### config.mk
export PLATFORM = sky130hd
export DESIGN_NAME = light_decoder
export DESIGN_NICKNAME = d
export VERILOG_FILES = /design/src/rtl/light_pkg.sv /design/src/rtl/phase_rom.sv /design/src/rtl/light_decoder.sv
export SDC_FILE = /design/constraint.sdc
export NUM_CORES = 1
export LEC_CHECK = 0
export ABC_AREA = 1
export CORE_ASPECT_RATIO = 0.7
export CORE_UTILIZATION = 40
export CTS_CLUSTER_SIZE = 14
export DETAILED_ROUTE_END_ITERATION = 10
export PLACE_DENSITY = 0.59
export SYNTH_ARGS = -nofsm -noshare
export SYNTH_HDL_FRONTEND = slang
export SYNTH_HIERARCHICAL = 1
export SYNTH_SLANG_ARGS = --single-unit
### constraint.sdc
create_clock -name clk -period 1.94 [get_ports clk]
set_input_delay 0.388 -clock clk [delete_from_list [all_inputs] [get_ports clk]]
set_output_delay 0.388 -clock clk [all_outputs]
set_load 0.01 [all_outputs]
### src/rtl/light_pkg.sv
// Shared types and constants for the traffic-light phase decoder.
package light_pkg;

    typedef enum logic [2:0] {
        ST_IDLE,
        ST_LOAD,
        ST_DWELL,
        ST_SYNC,
        ST_ERR
    } state_t;

    typedef enum logic {
        CLS_RUN   = 1'b0,
        CLS_FLASH = 1'b1
    } class_t;

    // Lamp encodings are {red, yellow, green}.
    localparam logic [2:0] RED = 3'b100;
    localparam logic [2:0] YEL = 3'b010;
    localparam logic [2:0] GRN = 3'b001;
    localparam logic [2:0] OFF = 3'b000;

    localparam int unsigned NUM_PHASES = 10;

    function automatic class_t class_of(input logic day_night, input logic [2:0] mode);
        return (day_night && (mode <= 3'd1)) ? CLS_RUN : CLS_FLASH;
    endfunction

endpackage

### src/rtl/phase_rom.sv
// Combinational phase table: {class, phase, mode} -> lamps, walk and dwell.
module phase_rom
    import light_pkg::*;
#(
    parameter int unsigned GREEN_T = 20,
    parameter int unsigned SHORT_T = 10,
    parameter int unsigned YEL_T   = 4,
    parameter int unsigned CLR_T   = 2,
    parameter int unsigned FLASH_T = 8
) (
    input  class_t     cls,
    input  logic [3:0] phase,
    input  logic [2:0] mode,
    output logic [2:0] main_lamp,
    output logic [2:0] side_lamp,
    output logic       walk,
    output logic [7:0] dwell
);

    always_comb begin
        main_lamp = RED;
        side_lamp = RED;
        walk      = 1'b0;
        dwell     = CLR_T[7:0];
        if (cls == CLS_RUN) begin
            case (phase)
                4'd2: begin main_lamp = GRN; dwell = GREEN_T[7:0]; end
                4'd3: begin main_lamp = YEL; dwell = YEL_T[7:0];   end
                4'd5: begin
                    side_lamp = GRN;
                    dwell     = GREEN_T[7:0];
                    walk      = (mode == 3'd1);
                end
                4'd6: begin side_lamp = YEL; dwell = YEL_T[7:0];   end
                4'd8: begin main_lamp = GRN; dwell = SHORT_T[7:0]; end
                4'd9: begin main_lamp = YEL; dwell = YEL_T[7:0];   end
                default: ;
            endcase
        end else begin
            // Flashing: only phase 0 lights anything, every phase uses the flash half-period.
            dwell     = FLASH_T[7:0];
            main_lamp = (phase == 4'd0) ? YEL : OFF;
            side_lamp = (phase == 4'd0) ? RED : OFF;
        end
    end

endmodule

### src/rtl/light_decoder.sv
// Phase sequencer: loads a phase from idx, dwells, pulses step to advance the index generator.
module light_decoder
    import light_pkg::*;
#(
    parameter int unsigned GREEN_T = 20,
    parameter int unsigned SHORT_T = 10,
    parameter int unsigned YEL_T   = 4,
    parameter int unsigned CLR_T   = 2,
    parameter int unsigned FLASH_T = 8
) (
    input  logic       clk,
    input  logic       rst_n,
    input  logic       day_night,
    input  logic [2:0] mode,
    input  logic [6:0] idx,
    output logic       step,
    output logic [2:0] main_light,
    output logic [2:0] side_light,
    output logic       walk,
    output logic       err
);

    localparam logic [3:0] MAX_PHASE = 4'(NUM_PHASES - 1);

    state_t     state_q, state_d;
    class_t     cls_q, cls_d;
    logic [7:0] cnt_q, cnt_d;
    logic       step_q, step_d;
    logic [2:0] main_q, main_d;
    logic [2:0] side_q, side_d;
    logic       walk_q, walk_d;
    logic       err_q, err_d;

    logic [3:0] phase;
    logic       illegal;
    class_t     cur_cls;
    logic [2:0] rom_main, rom_side;
    logic       rom_walk;
    logic [7:0] rom_dwell;

    assign phase   = idx[6:3];
    assign illegal = (idx[2:0] != 3'd0) || (phase > MAX_PHASE);
    assign cur_cls = class_of(day_night, mode);

    phase_rom #(
        .GREEN_T(GREEN_T),
        .SHORT_T(SHORT_T),
        .YEL_T  (YEL_T),
        .CLR_T  (CLR_T),
        .FLASH_T(FLASH_T)
    ) u_rom (
        .cls      (cur_cls),
        .phase    (phase),
        .mode     (mode),
        .main_lamp(rom_main),
        .side_lamp(rom_side),
        .walk     (rom_walk),
        .dwell    (rom_dwell)
    );

    always_comb begin
        state_d = state_q;
        cls_d   = cls_q;
        cnt_d   = cnt_q;
        step_d  = 1'b0;
        main_d  = main_q;
        side_d  = side_q;
        walk_d  = walk_q;
        err_d   = err_q;
        case (state_q)
            ST_IDLE: state_d = ST_LOAD;
            ST_LOAD: begin
                if (illegal) begin
                    state_d = ST_ERR;
                    err_d   = 1'b1;
                    main_d  = RED;
                    side_d  = RED;
                    walk_d  = 1'b0;
                end else begin
                    state_d = ST_DWELL;
                    main_d  = rom_main;
                    side_d  = rom_side;
                    walk_d  = rom_walk;
                    cnt_d   = rom_dwell - 8'd1;
                    cls_d   = cur_cls;
                end
            end
            ST_DWELL: begin
                // A class change ends the phase early so the new class is picked up at the next LOAD.
                if ((cur_cls != cls_q) || (cnt_q == 8'd0)) begin
                    step_d  = 1'b1;
                    state_d = ST_SYNC;
                end else begin
                    cnt_d = cnt_q - 8'd1;
                end
            end
            ST_SYNC: state_d = ST_LOAD;
            ST_ERR:  state_d = ST_ERR;
            default: state_d = ST_IDLE;
        endcase
    end

    always_ff @(posedge clk) begin
        if (!rst_n) begin
            state_q <= ST_IDLE;
            cls_q   <= CLS_RUN;
            cnt_q   <= 8'd0;
            step_q  <= 1'b0;
            main_q  <= RED;
            side_q  <= RED;
            walk_q  <= 1'b0;
            err_q   <= 1'b0;
        end else begin
            state_q <= state_d;
            cls_q   <= cls_d;
            cnt_q   <= cnt_d;
            step_q  <= step_d;
            main_q  <= main_d;
            side_q  <= side_d;
            walk_q  <= walk_d;
            err_q   <= err_d;
        end
    end

    assign step       = step_q;
    assign main_light = main_q;
    assign side_light = side_q;
    assign walk       = walk_q;
    assign err        = err_q;

endmodule

# [Word-level counts from Yosys, hierarchy flattened]
# Cells that the tools add are included.
[totals] regBits=21 latch_bits=0 ram_bits=0 romBits=0 in_bits=13 out_inout_bits=9 wordCells=66 memories=0
[op_classes] addsub=2 n_mul=0 n_div=0 n_lt_le_gt_ge=2 n_eq_ne=15 shifts=0 muxes=21 bitwise_logic=1 n_reduce_logical=17
[ops] operator="$mux 3" n=7
[ops] operator="$mux 8" n=2
[ops] operator="$pmux 8 s2" n=1
[ops] operator="$sub 8x1->8 const B" n=2
[ops] operator="$pmux 5 s3" n=1
[ops] operator="$pmux 3 s2" n=2
[ops] operator="$pmux 3 s4" n=1
[ops] operator="$eq 4x2->1 const B" n=2
[ops] operator="$eq 4x3->1 const B" n=2
[ops] operator="$eq 4x4->1 const B" n=2
[ops] operator="$logic_not 8->1" n=1
[ops] operator="$reduce_or 2->1" n=4
[ops] operator="$eq 3x1->1 const B" n=2
[ops] operator="$eq 3x2->1 const B" n=2
[ops] operator="$ne 2x2->1 const B" n=3
[ops] operator="$reduce_and 2->1" n=3
[ops] operator="$mux 1" n=5
[ops] operator="$mux 5" n=1
[ops] operator="$gt 4x4->1 const B" n=1
[ops] operator="$logic_not 4->1" n=1
[ops] operator="$eq 3x3->1 const B" n=1
[ops] operator="$le 3x1->1 const B" n=1
[ops] operator="$logic_not 3->1" n=1
[ops] operator="$reduce_and 3->1" n=1
[ops] operator="8 further kinds" n=9

# [Longest topological paths before layout]
# Gate-level depths: netlist of run 1.
[logic_depth] ltp_word=7 mapped_depth=16 depth_no_buf=16

# [Hierarchy]
# Netlist of run 1, hierarchy kept.
[by_module_without_submodules] module="light_decoder" instances=1 cells_each=180 area_per_inst_um2=1156.1 seq_area_each_um2=420.4
[by_module_without_submodules] module="phase_rom" instances=1 cells_each=44 area_per_inst_um2=205.2 seq_area_each_um2=0.0

# [Least setup slack after synthesis of run 1]
# Ideal clock, no wire load.
[synth_timing] path_type="input to register" startpoint="input port mode[2]" endpoint="register cnt_q[6]" setup_ps=115 arrival_time_ps=1603 required_time_ps=1825 setup_slack_ps=222 path_stages=14 path_buffers=1 path_cell_list="inv_1 -> nand3_1 -> buf_2 -> nor3_1 -> inv_1 -> nand2_1 -> nand2_1 -> ha_1 -> nand2_1 -> inv_1 -> nand2_1 -> nand2_1 -> nor2_1 -> nor2_1"
[synth_via] elab_chain_cells=7 word_cells_on_any_way=11 classes_between="1 x add/sub; 1 x order compare; 2 x eq/ne; 4 x mux; 3 x reduce/logical"
[synth_rtl] element="from (decl)" line_no="light_decoder.sv:14" rtl="input logic [2:0] mode,"
[synth_rtl] element="$le 3x1->1" line_no="light_pkg.sv:26" rtl="return (day_night && (mode <= 3'd1)) ? CLS_RUN : CLS_FLASH;"
[synth_rtl] element="$logic_and 1x1->1" line_no="light_pkg.sv:26"
[synth_rtl] element="$mux 1" line_no="light_pkg.sv:26"
[synth_rtl] element="net cur_cls" line_no="light_decoder.sv:36" rtl="class_t cur_cls;"
[synth_rtl] element="$ne 1x1->1" line_no="light_decoder.sv:90" rtl="if ((cur_cls != cls_q) || (cnt_q == 8'd0)) begin"
[synth_rtl] element="$logic_or 1x1->1" line_no="light_decoder.sv:90"
[synth_rtl] element="$ne 2x2->1 (no source line)"
[synth_rtl] element="$reduce_and 3->1 (no source line)"
[synth_rtl] element="to (signal assigned)" line_no="light_decoder.sv:116" rtl="cnt_q <= cnt_d;"
[synth_rtl] element="to (decl)" line_no="light_decoder.sv:27" rtl="logic [7:0] cnt_q, cnt_d;"
# The timed path passes the listed nets, and every way through them passes these cells. The select of a mux whose other input is x is not followed.
# A chain may end at the register's enable or synchronous reset.

# [Final worst setup path of run 1]
[layout_timing] startpoint="input port day_night" endpoint="register cnt_q[1]"
[layout_via] elab_chain_cells=6 word_cells_on_any_way=10 classes_between="1 x add/sub; 2 x eq/ne; 4 x mux; 3 x reduce/logical"
[layout_rtl] element="from (decl)" line_no="light_decoder.sv:13" rtl="input logic day_night,"
[layout_rtl] element="$logic_and 1x1->1" line_no="light_pkg.sv:26"
[layout_rtl] element="$mux 1" line_no="light_pkg.sv:26"
[layout_rtl] element="net cur_cls" line_no="light_decoder.sv:36"
[layout_rtl] element="$ne 1x1->1" line_no="light_decoder.sv:90"
[layout_rtl] element="$logic_or 1x1->1" line_no="light_decoder.sv:90"
[layout_rtl] element="$ne 2x2->1 (no source line)"
[layout_rtl] element="$reduce_and 3->1 (no source line)"
# The timed path passes the listed nets, and every way through them passes these cells. The select of a mux whose other input is x is not followed.

==> results of run 1 <==
metal layers:
layer  share of wire [%]  track usage [%]  wire, um  vias up
li1                    -                -         -      776
met1                  58            32.13      1896      594
met2                  37            26.73      1226       23
met3                 4.2            4.734       137        2
met4                0.73            4.902        24        0
met5                   0                0         0        -
cell usage in the layout, fill, tap and decap left out, types with 2 or more instances in the layout:
cell type and count:
a21oi_1 14, buf_4 21, clkbuf_8 3, clkdlybuf4s50_1 15, conb_1 4, dfxtp_1 21
dlygate4sd2_1 4, dlymetal6s2s_1 2, inv_1 31, inv_2 7, nand2_1 57, nand2_2 4
nand3_1 13, nand3_2 3, nor2_1 26, nor2_2 7, nor2_4 2, nor3_1 2
nor3_2 2, o21ai_0 8, o21ai_1 3, o21ai_2 2, o22ai_1 2
stage by stage:
step | setup slack [ns] | instance area [sq um] | hold slack [ns]
2_1_floorplan | 0.2220 | 1373 | 0.4441
3_3_place_gp | -0.3859 | 1744 | 0.4425
6_report | 0.1089 | 1838 | 0.4539
5_1_grt | -0.01005 | 1838 | 0.4871
3_5_place_dp | -0.3879 | 1744 | 0.4432
4_1_cts | 0.06846 | 1790 | 0.4558
area by class of cell:
type,count,area (sq um)
clock inverter,1,5.005
multi-input combinational,160,802.0
tap,38,47.55
inverter,38,142.6
sequential,21,420.4
fill,336,1353
clock buffer,3,41.29
timing repair buffer,43,379.1
Yosys cell counts:
| master | number | area (sq um) |
|---|---|---|
| or2_2 | 1 | 6.260 |
| a21oi_1 | 15 | 75.07 |
| nand3b_1 | 1 | 7.510 |
| o21bai_1 | 1 | 7.510 |
| buf_2 | 1 | 5.000 |
| dfxtp_1 | 21 | 420.4 |
| nor3_1 | 3 | 15.01 |
| nor3b_1 | 1 | 7.510 |
| clkbuf_1 | 1 | 3.750 |
| nand2_2 | 3 | 18.77 |
| clkbuf_2 | 1 | 5.000 |
| nor2_8 | 1 | 20.02 |
| a211oi_1 | 1 | 7.510 |
| o21ai_1 | 2 | 10.01 |
| nor2_1 | 29 | 108.9 |
| inv_2 | 5 | 18.77 |
| nor2_2 | 6 | 37.54 |
| o21ai_2 | 2 | 17.52 |
| nand4_1 | 1 | 6.260 |
| o22ai_1 | 2 | 12.51 |
| buf_4 | 5 | 37.54 |
| nand3_1 | 14 | 70.07 |
| and3_1 | 1 | 6.260 |
| nand2_1 | 59 | 221.5 |
| nor3_2 | 1 | 10.01 |
| o21ai_0 | 9 | 45.04 |
| ha_1 | 1 | 12.51 |
| inv_1 | 33 | 123.9 |
| nand3_2 | 2 | 20.02 |
| conb_1 | 1 | 3.750 |
cell families after synthesis:
kind of cell               after synthesis
other                                    1
AOI/OAI and AO/OA                       32
and+or+nand+nor                        123
adders and majority gates                1
buffers and inverters                   46
DFF                                     21
final timing paths:
| check | start | to | slack (ns) | cells after the start |
|---|---|---|---|---|
| max reg2reg | state_q[1]$_SDFFE_PN0P_ | cnt_q[6]$_SDFFE_PN0P_ | 0.23 | 10 |
| min | err$_SDFFE_PN0P_ | err$_SDFFE_PN0P_ | 0.45 | 2 |
| min reg2reg | err$_SDFFE_PN0P_ | err$_SDFFE_PN0P_ | 0.45 | 2 |
| max | day_night | cnt_q[1]$_SDFFE_PN0P_ | 0.11 | 9 |
worst min-delay path, cell delays in order (launching register included):
cell and delay, ns:
dfxtp_1 0.31, inv_1 0.05, a21oi_1 0.05
power breakdown:
part           internal (uW)  switching, uW  total, uW
Combinational           97.2            122        220
Sequential               446           11.4        458
Clock                    143            150        293
Total                    687            284        970
what timing repair did:
action / 4_1_cts / 5_1_grt
setup endpoints to repair: 6 / 8
pin swaps: 0 / 1
resized for setup: 6 / 16
sequential cells by signal (all words and copies together), names as in the netlist:
signal,count
state_q,3
main_light,3
cls_q,1
side_light,3
step,1
cnt_q,8
err,1
walk,1
==> impl_metrics.tcl, run 1 <==
set metrics [dict create \
    syn_avg_cell_area_sq_um 6.077 \
    critPathMaxStageDelay_ns 0.50 \
    totalPowerFinal_uw 970.3 \
    drive_gt1_share_pct 21.80 \
    power.leakage_uw 0.0008718 \
    cts_setup_buffers 0 \
    finalMaxSlewViolations 0 \
    cp_max_fo 9 \
    ant_nets 0 \
    path_clk_slew_ns 0.08 \
    yosys.area_share.simple_pct 40.81 \
    yosys_warnings 6 \
    drtPass1Iterations 4 \
    dieWidth_um 71.73 \
    fin_crit_sh_pct 94.39 \
    synth-seq-cells 21 \
    worstPathCellList "clkdlybuf4s50_1 -> nand3_2 -> buf_6 -> nand2_1 -> nand2_1 -> o21ai_0 -> nand2_1 -> o21ai_0 -> a21oi_1" \
    final-hold-violation-count 0 \
    critPathMostFrequentCell "nand2_1" \
    grt_overflow 0 \
    critPathLaunchType "input port" \
    synthAdderAreaFrac_pct 0.9191 \
    cts-buffers-inserted 3 \
    io_pins 22 \
    grt_first_pass_wirelength_mm 5.637 \
    dieArea_sq_mm 0.003644 \
    rows 17 \
    cts_root_buf "clkbuf_8" \
    clk_latency_ns 0.26 \
    vias 1395 \
    routed_wl_mm 3.284 \
    finalSetupViolations 0 \
    wl_per_cell_um 10.80 \
    tns_ns 0 \
    fin_cells 304 \
    clock_sinks 21 \
    initial_utilization_pct 42.67 \
    muxShareOfSynthArea_pct 0 \
    die_h_um 50.81 \
    viasPerCell 4.589 \
    fin_crit_ns 1.831 \
    vdd_drop_max_mv 0.3758 \
    layout.nets 281 \
    crit_buf_inv 2 \
    diodes 0 \
    fin_worst_skew_ns 0.003094 \
    final_util_pct 57.61 \
    synth_area_sq_mm 0.001361 \
    synth_top_family_by_area "simple AND/OR/NAND/NOR gates" \
    worstPathRequired_ns 2.09 \
    cts_tree "done" \
    synth.distinct_cells 30 \
    path_class "input port to flip-flop" \
    area_growth_syn_to_layout_pct 35.02 \
    synth_compound_area_share_pct 12.87 \
    synth_cells 224 \
    cap_viol_max_count 0 \
    track_usage_pct 20.30 \
    max_freq_mhz 546.1 \
    arrival_ns 1.98 \
    drc_errors 0 \
    yosys.area_share.xor_xnor_pct 0 \
    critPathSlowestCell "clkdlybuf4s50_1" \
    antenna_found_initial 0 \
    place.gp.congestion 0.8472 \
    h-tree-depth 1 \
    hold_path.class "flip-flop to flip-flop" \
    yosysSeqAreaShare_pct 30.88 \
    grt_pass1_vias 1229 \
    port_buffers 21 \
    cts_buffer_depth 2 \
    dp_hpwl_mm 2.556 \
    drt_iter0_markers 86 \
    postCtsHoldBufs 0 \
    grt_max_degree 13 \
    outcome "finished clean" \
    critPathTopFamily "buffers and inverters" \
    fp.coreArea_sq_mm 0.003191 \
    cp-end-kind "flip-flop" \
    power_density_mw_per_mm2 527.9 \
    dp_cells 300 \
]
Note: power is estimated with default switching activity, not from simulation.
==> inputs of run 2 (changes only) <==
Settings changed: ABC_AREA 1 to 0, CORE_UTILIZATION 40 to 54, PLACE_DENSITY 0.59 to 0.75.
==> run 2 against run 1 <==
  * Sequential power decreased by 1%
  * Non-clock buffer count increased by 21
  * Clock-buffer cell count unchanged
  * The flow now finishes with violations (setup timing)
  * Critical endpoint is now cnt_q[4]$_SDFFE_PN0P_
==> impl_metrics.tcl, run 2 <==
set metrics [dict create \
    synth_top_area_cell "dfxtp_1" \
    synth_area_sq_mm 0.001500 \
    cp-end-kind "flip-flop" \
    fin_crit_sh_pct 104.3 \
    ys_async_sr_fraction_pct 0 \
    clock_sinks 21 \
    ant_nets 0 \
    power.leakage_uw 0.0008763 \
    finalSetupViolations 4 \
    wl_per_cell_um 18.58 \
    fillCellCount 164 \
    grt_pass1_vias 1574 \
    totalPowerFinal_uw 1053 \
    diodes 0 \
    yosys.area.top_type_share_pct 28.02 \
    critPathMaxStageDelay_ns 0.32 \
    critPathSlowestCell "mux2_4" \
    power_density_mw_per_mm2 492.0 \
    reg2reg_from "state_q[1]$_SDFFE_PN0P_" \
    place.gp.congestion 0.9777 \
    yosys_warnings 6 \
    setup_ws_ns -0.08263 \
    violations "setup timing" \
    postCtsHoldBufs 0 \
    drive_gt1_share_pct 33.33 \
    vias 1753 \
    layout_commonest_cell "buf_4" \
    regMostFlops "cnt_q" \
    path_class "input port to flip-flop" \
    track_usage_pct 35.26 \
    max_freq_mhz 494.4 \
    fin_worst_skew_ns 0.003459 \
    critPathLaunchType "input port" \
    final-hold-violation-count 0 \
    min_to "walk$_SDFFE_PN0N_" \
    drt_iter0_markers 232 \
    tns_ns -0.2493 \
    outcome "complete, but fails checks" \
    area_growth_syn_to_layout_pct 42.62 \
    drc_errors 0 \
    cts-buffers-inserted 3 \
    initial_utilization_pct 58.77 \
    arrival_ns 2.22 \
    cp_max_fo 8 \
    synthAdderAreaFrac_pct 0.8340 \
    worstPathCellList "clkbuf_4 -> buf_6 -> a211oi_4 -> buf_4 -> o21ba_4 -> mux2i_1 -> ha_2 -> nand4_1 -> mux2_4 -> o22ai_2" \
    routed_wl_mm 5.202 \
    worstHoldStart "walk$_SDFFE_PN0N_" \
    reg2reg_depth 6 \
    reg2reg_slack_ns -0.02 \
    rows 15 \
    vdd_drop_max_mv 0.4393 \
    synth.distinct_cells 60 \
    crit_buf_inv 3 \
    grt_first_pass_wirelength_mm 7.721 \
    synth-seq-cells 21 \
    dieArea_sq_mm 0.002997 \
    path_clk_slew_ns 0.09 \
    final_util_pct 83.82 \
    synth-main-ff-cell "dfxtp_1" \
    synth_cells 191 \
    finalMaxSlewViolations 0 \
    yosys-top-cells-area "dfxtp_1 (28%), nor2_1 (5.3%), a21oi_1 (4.3%)" \
    cts_buffer_depth 2 \
    cts_root_buf "clkbuf_8" \
    rsz0062_at_grt "true" \
    synth_edf_count 0 \
    most-common-layout-cells "buf_4 (41), nor2_1 (21), dfxtp_1 (21), nand2_1 (16), clkdlybuf4s50_1 (14)" \
    dp_cells 270 \
    critPathTopFamily "compound AO/OA/AOI/OAI gates" \
    synth_common_cells "dfxtp_1 (21), nor2_1 (21), nand2_1 (16)" \
    layout.nets 261 \
    viasPerCell 6.261 \
    synth_compound_area_share_pct 21.77 \
    antenna_found_initial 0 \
    yosysSeqAreaShare_pct 28.02 \
    h-tree-depth 1 \
    fin_cells 280 \
    worstPathRequired_ns 2.14 \
    worstHoldPathCells 2 \
    syn_avg_cell_area_sq_um 7.854 \
    yosys.area_share.xor_xnor_pct 2.919 \
    hold_path.class "flip-flop to flip-flop" \
    fp.coreArea_sq_mm 0.002552 \
    r2r_end "cnt_q[4]$_SDFFE_PN0P_" \
    clk_latency_ns 0.27 \
    largest_reg_flops 8 \
    grt_max_degree 14 \
    port_buffers 21 \
    cts_tree "done" \
    place_ws_ns -0.6884 \
    die_h_um 46.10 \
    grt_overflow 0 \
    cap_viol_max_count 0 \
    synth_top_family_by_area "simple AND/OR/NAND/NOR gates" \
    dp_hpwl_mm 3.618 \
    yosys.area_share.simple_pct 31.03 \
    io_pins 22 \
    drtPass1Iterations 5 \
    muxShareOfSynthArea_pct 6.505 \
    fin_crit_ns 2.023 \
    dieWidth_um 65 \
]
[run 2: cell type report]
class	instances	area, sq um	area share [%]
Sequential cell	21	420.4	19.65
Clock inverter	1	7.507	0.3509
Clock buffer	3	41.29	1.930
Inverter	5	21.27	0.9942
Timing Repair Buffer	64	520.5	24.33
Tap cell	34	42.54	1.988
Multi-Input combinational cell	152	1086	50.76
[run 2: kinds of logic (layout without fill, tap and decap cells)]
logic type	after synthesis	after routing
other	1	4
multiplexers	9	9
XOR/XNOR	5	5
buffers and inverters	21	73
flip-flops	21	21
adder cells (fa/ha/maj)	1	1
AO/OA/AOI/OAI	48	48
AND/OR/NAND/NOR	85	85
[run 2: report_power, final]
part / switching (uW) / leakage (uW) / internal (uW)
sequential: 8.79 / 0.000170 / 443
clock: 165 / 0.0000217 / 146
combinational: 157 / 0.000684 / 133
[run 2: metrics by stage]
stage	instance area [sq um]	hold slack (ns)
6_report	2140	0.4623
5_1_grt	2140	0.4857
4_1_cts	2101	0.4686
3_5_place_dp	1997	0.4514
3_3_place_gp	1997	0.4415
2_1_floorplan	1585	0.4571
[run 2: repair_timing]
action,4_1_cts,5_1_grt
pin swaps,8,9
endpoints found under the setup margin,9,6
gates resized for setup,26,18
gates cloned,0,0
buffers inserted,5,1
[run 2: worst register-to-register path, cell delays in order (launching register included)]
cell     delay, ns
dfxtp_1       0.34
or3b_4        0.48
mux2i_1       0.21
ha_2          0.23
nand4_1       0.14
mux2_4        0.34
o22ai_2       0.15
[run 2: worst max path at each step]
stage / startpoint / endpoint / slack [ns] / depth (start not counted)
finish: idx[5] / cnt_q[4]$_SDFFE_PN0P_ / -0.08 / 10
global route: idx[5] / cnt_q[6]$_SDFFE_PN0P_ / -0.11 / 10
CTS: idx[5] / cnt_q[7]$_SDFFE_PN0P_ / -0.02 / 10
detailed placement: idx[4] / cnt_q[7]$_SDFFE_PN0P_ / -0.69 / 9
global placement: idx[4] / cnt_q[7]$_SDFFE_PN0P_ / -0.60 / 9
floorplan: idx[3] / cnt_q[4]$_SDFFE_PN0P_ / -0.06 / 9
[run 2: metal layers]
layer | vias up | track usage (%) | share of wire (%)
met3 | 33 | 10.89 | 11
met4 | 0 | 12.44 | 3.4
met1 | 797 | 45.88 | 42
met5 | - | 0 | 0
li1 | 798 | - | -
met2 | 125 | 55.83 | 43
==> inputs of run 3 (changes only) <==
Settings changed: CORE_UTILIZATION 54 to 35, PLACE_DENSITY 0.75 to 0.52.
==> run 3 against run 2 <==
  * The flow still finishes with violations (setup timing)
  * Critical path depth did not move
  * Largest cell class unchanged
  * Fmax rose by 3.4%
  * Setup slack improved by 0.067 ns
==> impl_metrics.tcl, run 3 (synthesis results as in run 2) <==
set metrics [dict create \
    outcome "complete, but fails checks" \
    violations "setup timing" \
    finalMaxSlewViolations 0 \
    fp.coreArea_sq_mm 0.004018 \
    largest_reg_flops 8 \
    dieWidth_um 80.25 \
    most-common-layout-cells "buf_4 (51), nor2_1 (19), dfxtp_1 (19), nand2_1 (16), clkdlybuf4s50_1 (14)" \
    setup_ws_ns -0.01572 \
    clockPowerShare_pct 28.7 \
    final-hold-violation-count 0 \
    ant_nets 0 \
    grt_overflow 0 \
    reg2reg_from "state_q[0]$_SDFFE_PN0P_" \
    max_freq_mhz 511.3 \
    fin_crit_ns 1.956 \
    wl_per_cell_um 17.03 \
    clock_sinks 21 \
    viasPerCell 5.597 \
    totalPowerFinal_uw 1069 \
    reg2reg_slack_ns 0.04 \
    vias 1752 \
    drc_errors 0 \
    drtPass1Iterations 4 \
    worstHoldPathCells 2 \
    diodes 0 \
    path_clk_slew_ns 0.08 \
    grt_first_pass_wirelength_mm 8.521 \
    multi_input_area_sq_mm 0.001114 \
    routed_wl_mm 5.329 \
    cp_max_fo 7 \
    worstPathRequired_ns 2.14 \
    arrival_ns 2.15 \
    area_growth_syn_to_layout_pct 56.38 \
    drt_iter0_markers 122 \
    p_sw_uw 329.7 \
    final_util_pct 58.39 \
    io_pins 22 \
    rows 19 \
    p_seq_share_pct 42.5 \
    cap_viol_max_count 0 \
    power_density_mw_per_mm2 455.7 \
    grt_max_degree 14 \
    cts_root_buf "clkbuf_8" \
    cp-end-kind "flip-flop" \
    fin_crit_sh_pct 100.8 \
    dieArea_sq_mm 0.004556 \
    port_buffers 21 \
    place_ws_ns -0.6803 \
    layout_commonest_cell "buf_4" \
    vdd_drop_max_mv 0.2914 \
    initial_utilization_pct 37.34 \
    path_class "input port to flip-flop" \
    regMostFlops "cnt_q" \
    die_h_um 56.78 \
    whs_ns 0.4665 \
    min_to "main_light[1]$_SDFFE_PN0N_" \
    antenna_found_initial 0 \
    fillCellCount 364 \
    dp_hpwl_mm 3.766 \
    cts_buffer_depth 2 \
    finalSetupViolations 1 \
    r2r_end "cnt_q[4]$_SDFFE_PN0P_" \
    place.gp.congestion 0.9261 \
    drive_gt1_share_pct 39.08 \
    rsz0062_at_grt "true" \
    relSlewSlack_pct 65.65 \
    final-seq-area_sq_um 422.9 \
    cts-buffers-inserted 3 \
    h-tree-depth 1 \
    worstHoldStart "main_light[1]$_SDFFE_PN0N_" \
    clk_latency_ns 0.27 \
    layout.nets 276 \
    grt_pass1_vias 1707 \
    track_usage_pct 24.44 \
    power.leakage_uw 0.0009700 \
    sw_frac_of_total_pct 30.85 \
    hold_path.class "flip-flop to flip-flop" \
    intPower_uw 739.2 \
    p_comb_share_pct 28.8 \
    worst_pin_slew_ns 0.5147 \
    critPathLaunchType "input port" \
    reg2reg_depth 6 \
    fin_worst_skew_ns 0.005732 \
    cts_tree "done" \
]
## run 3: final cells by class
cell class                      instances  share of cell area [%]
Sequential cell                        21                   18.03
Multi-Input combinational cell        153                   47.47
Clock buffer                            3                   1.760
Clock inverter                          1                  0.3200
Tap cell                               52                   2.773
Inverter                                5                  0.9067
Timing Repair Buffer                   78                   28.75
## run 3: critical path, cell delays in order
cell,delay [ns]
buf_8,0.12
buf_6,0.12
a211oi_4,0.32
nor3_4,0.10
buf_6,0.13
nor3_4,0.23
nand3_2,0.14
o32a_1,0.36
mux2i_1,0.13
a21oi_1,0.12
## run 3: worst max path at each step
stage           start                    end  slack (ns)  cells after the start
2_1_floorplan  idx[3]  cnt_q[4]$_SDFFE_PN0P_       -0.06                      9
3_3_place_gp   idx[4]  cnt_q[6]$_SDFFE_PN0P_       -0.63                     10
3_5_place_dp   idx[4]  cnt_q[7]$_SDFFE_PN0P_       -0.68                      9
4_1_cts        idx[4]  cnt_q[7]$_SDFFE_PN0P_      0.0001                     10
5_1_grt        idx[5]  cnt_q[5]$_SDFFE_PN0P_       -0.07                     12
6_report       idx[5]  cnt_q[7]$_SDFFE_PN0P_       -0.02                     10
## run 3: layer usage
layer  up-vias  track usage, %  share of wire, %
li1        834               -                 -
met1       849           35.39                47
met2        61           38.10                45
met3         8           4.228               6.5
met4         0           4.082               1.7
met5         -               0                 0
## run 3: power groups by stage
stage | Clock, uW | Combinational, uW | Sequential (uW)
after floorplan | 0 | 156 | 465
after global placement | 0 | 259 | 461
after detailed placement | 0 | 265 | 461
after CTS | 321 | 277 | 451
after global routing | 342 | 333 | 455
final | 307 | 308 | 454
## run 3: what timing repair did
item / 4_1_cts / 5_1_grt
hold buffers: 0 / 0
gates resized for setup: 29 / 32
pin swaps: 11 / 7
endpoints found under the setup margin: 9 / 6
setup buffers: 7 / 8
cloned: 0 / 1
## run 3: through the flow
stage,setup TNS (ns),instances,area (sq um)
after detailed placement,-6.145,293,2057
final,-0.01572,313,2346
after floorplan,-0.07395,194,1585
after global routing,-0.1990,313,2346
after global placement,-5.026,293,2057
after CTS,0,304,2198
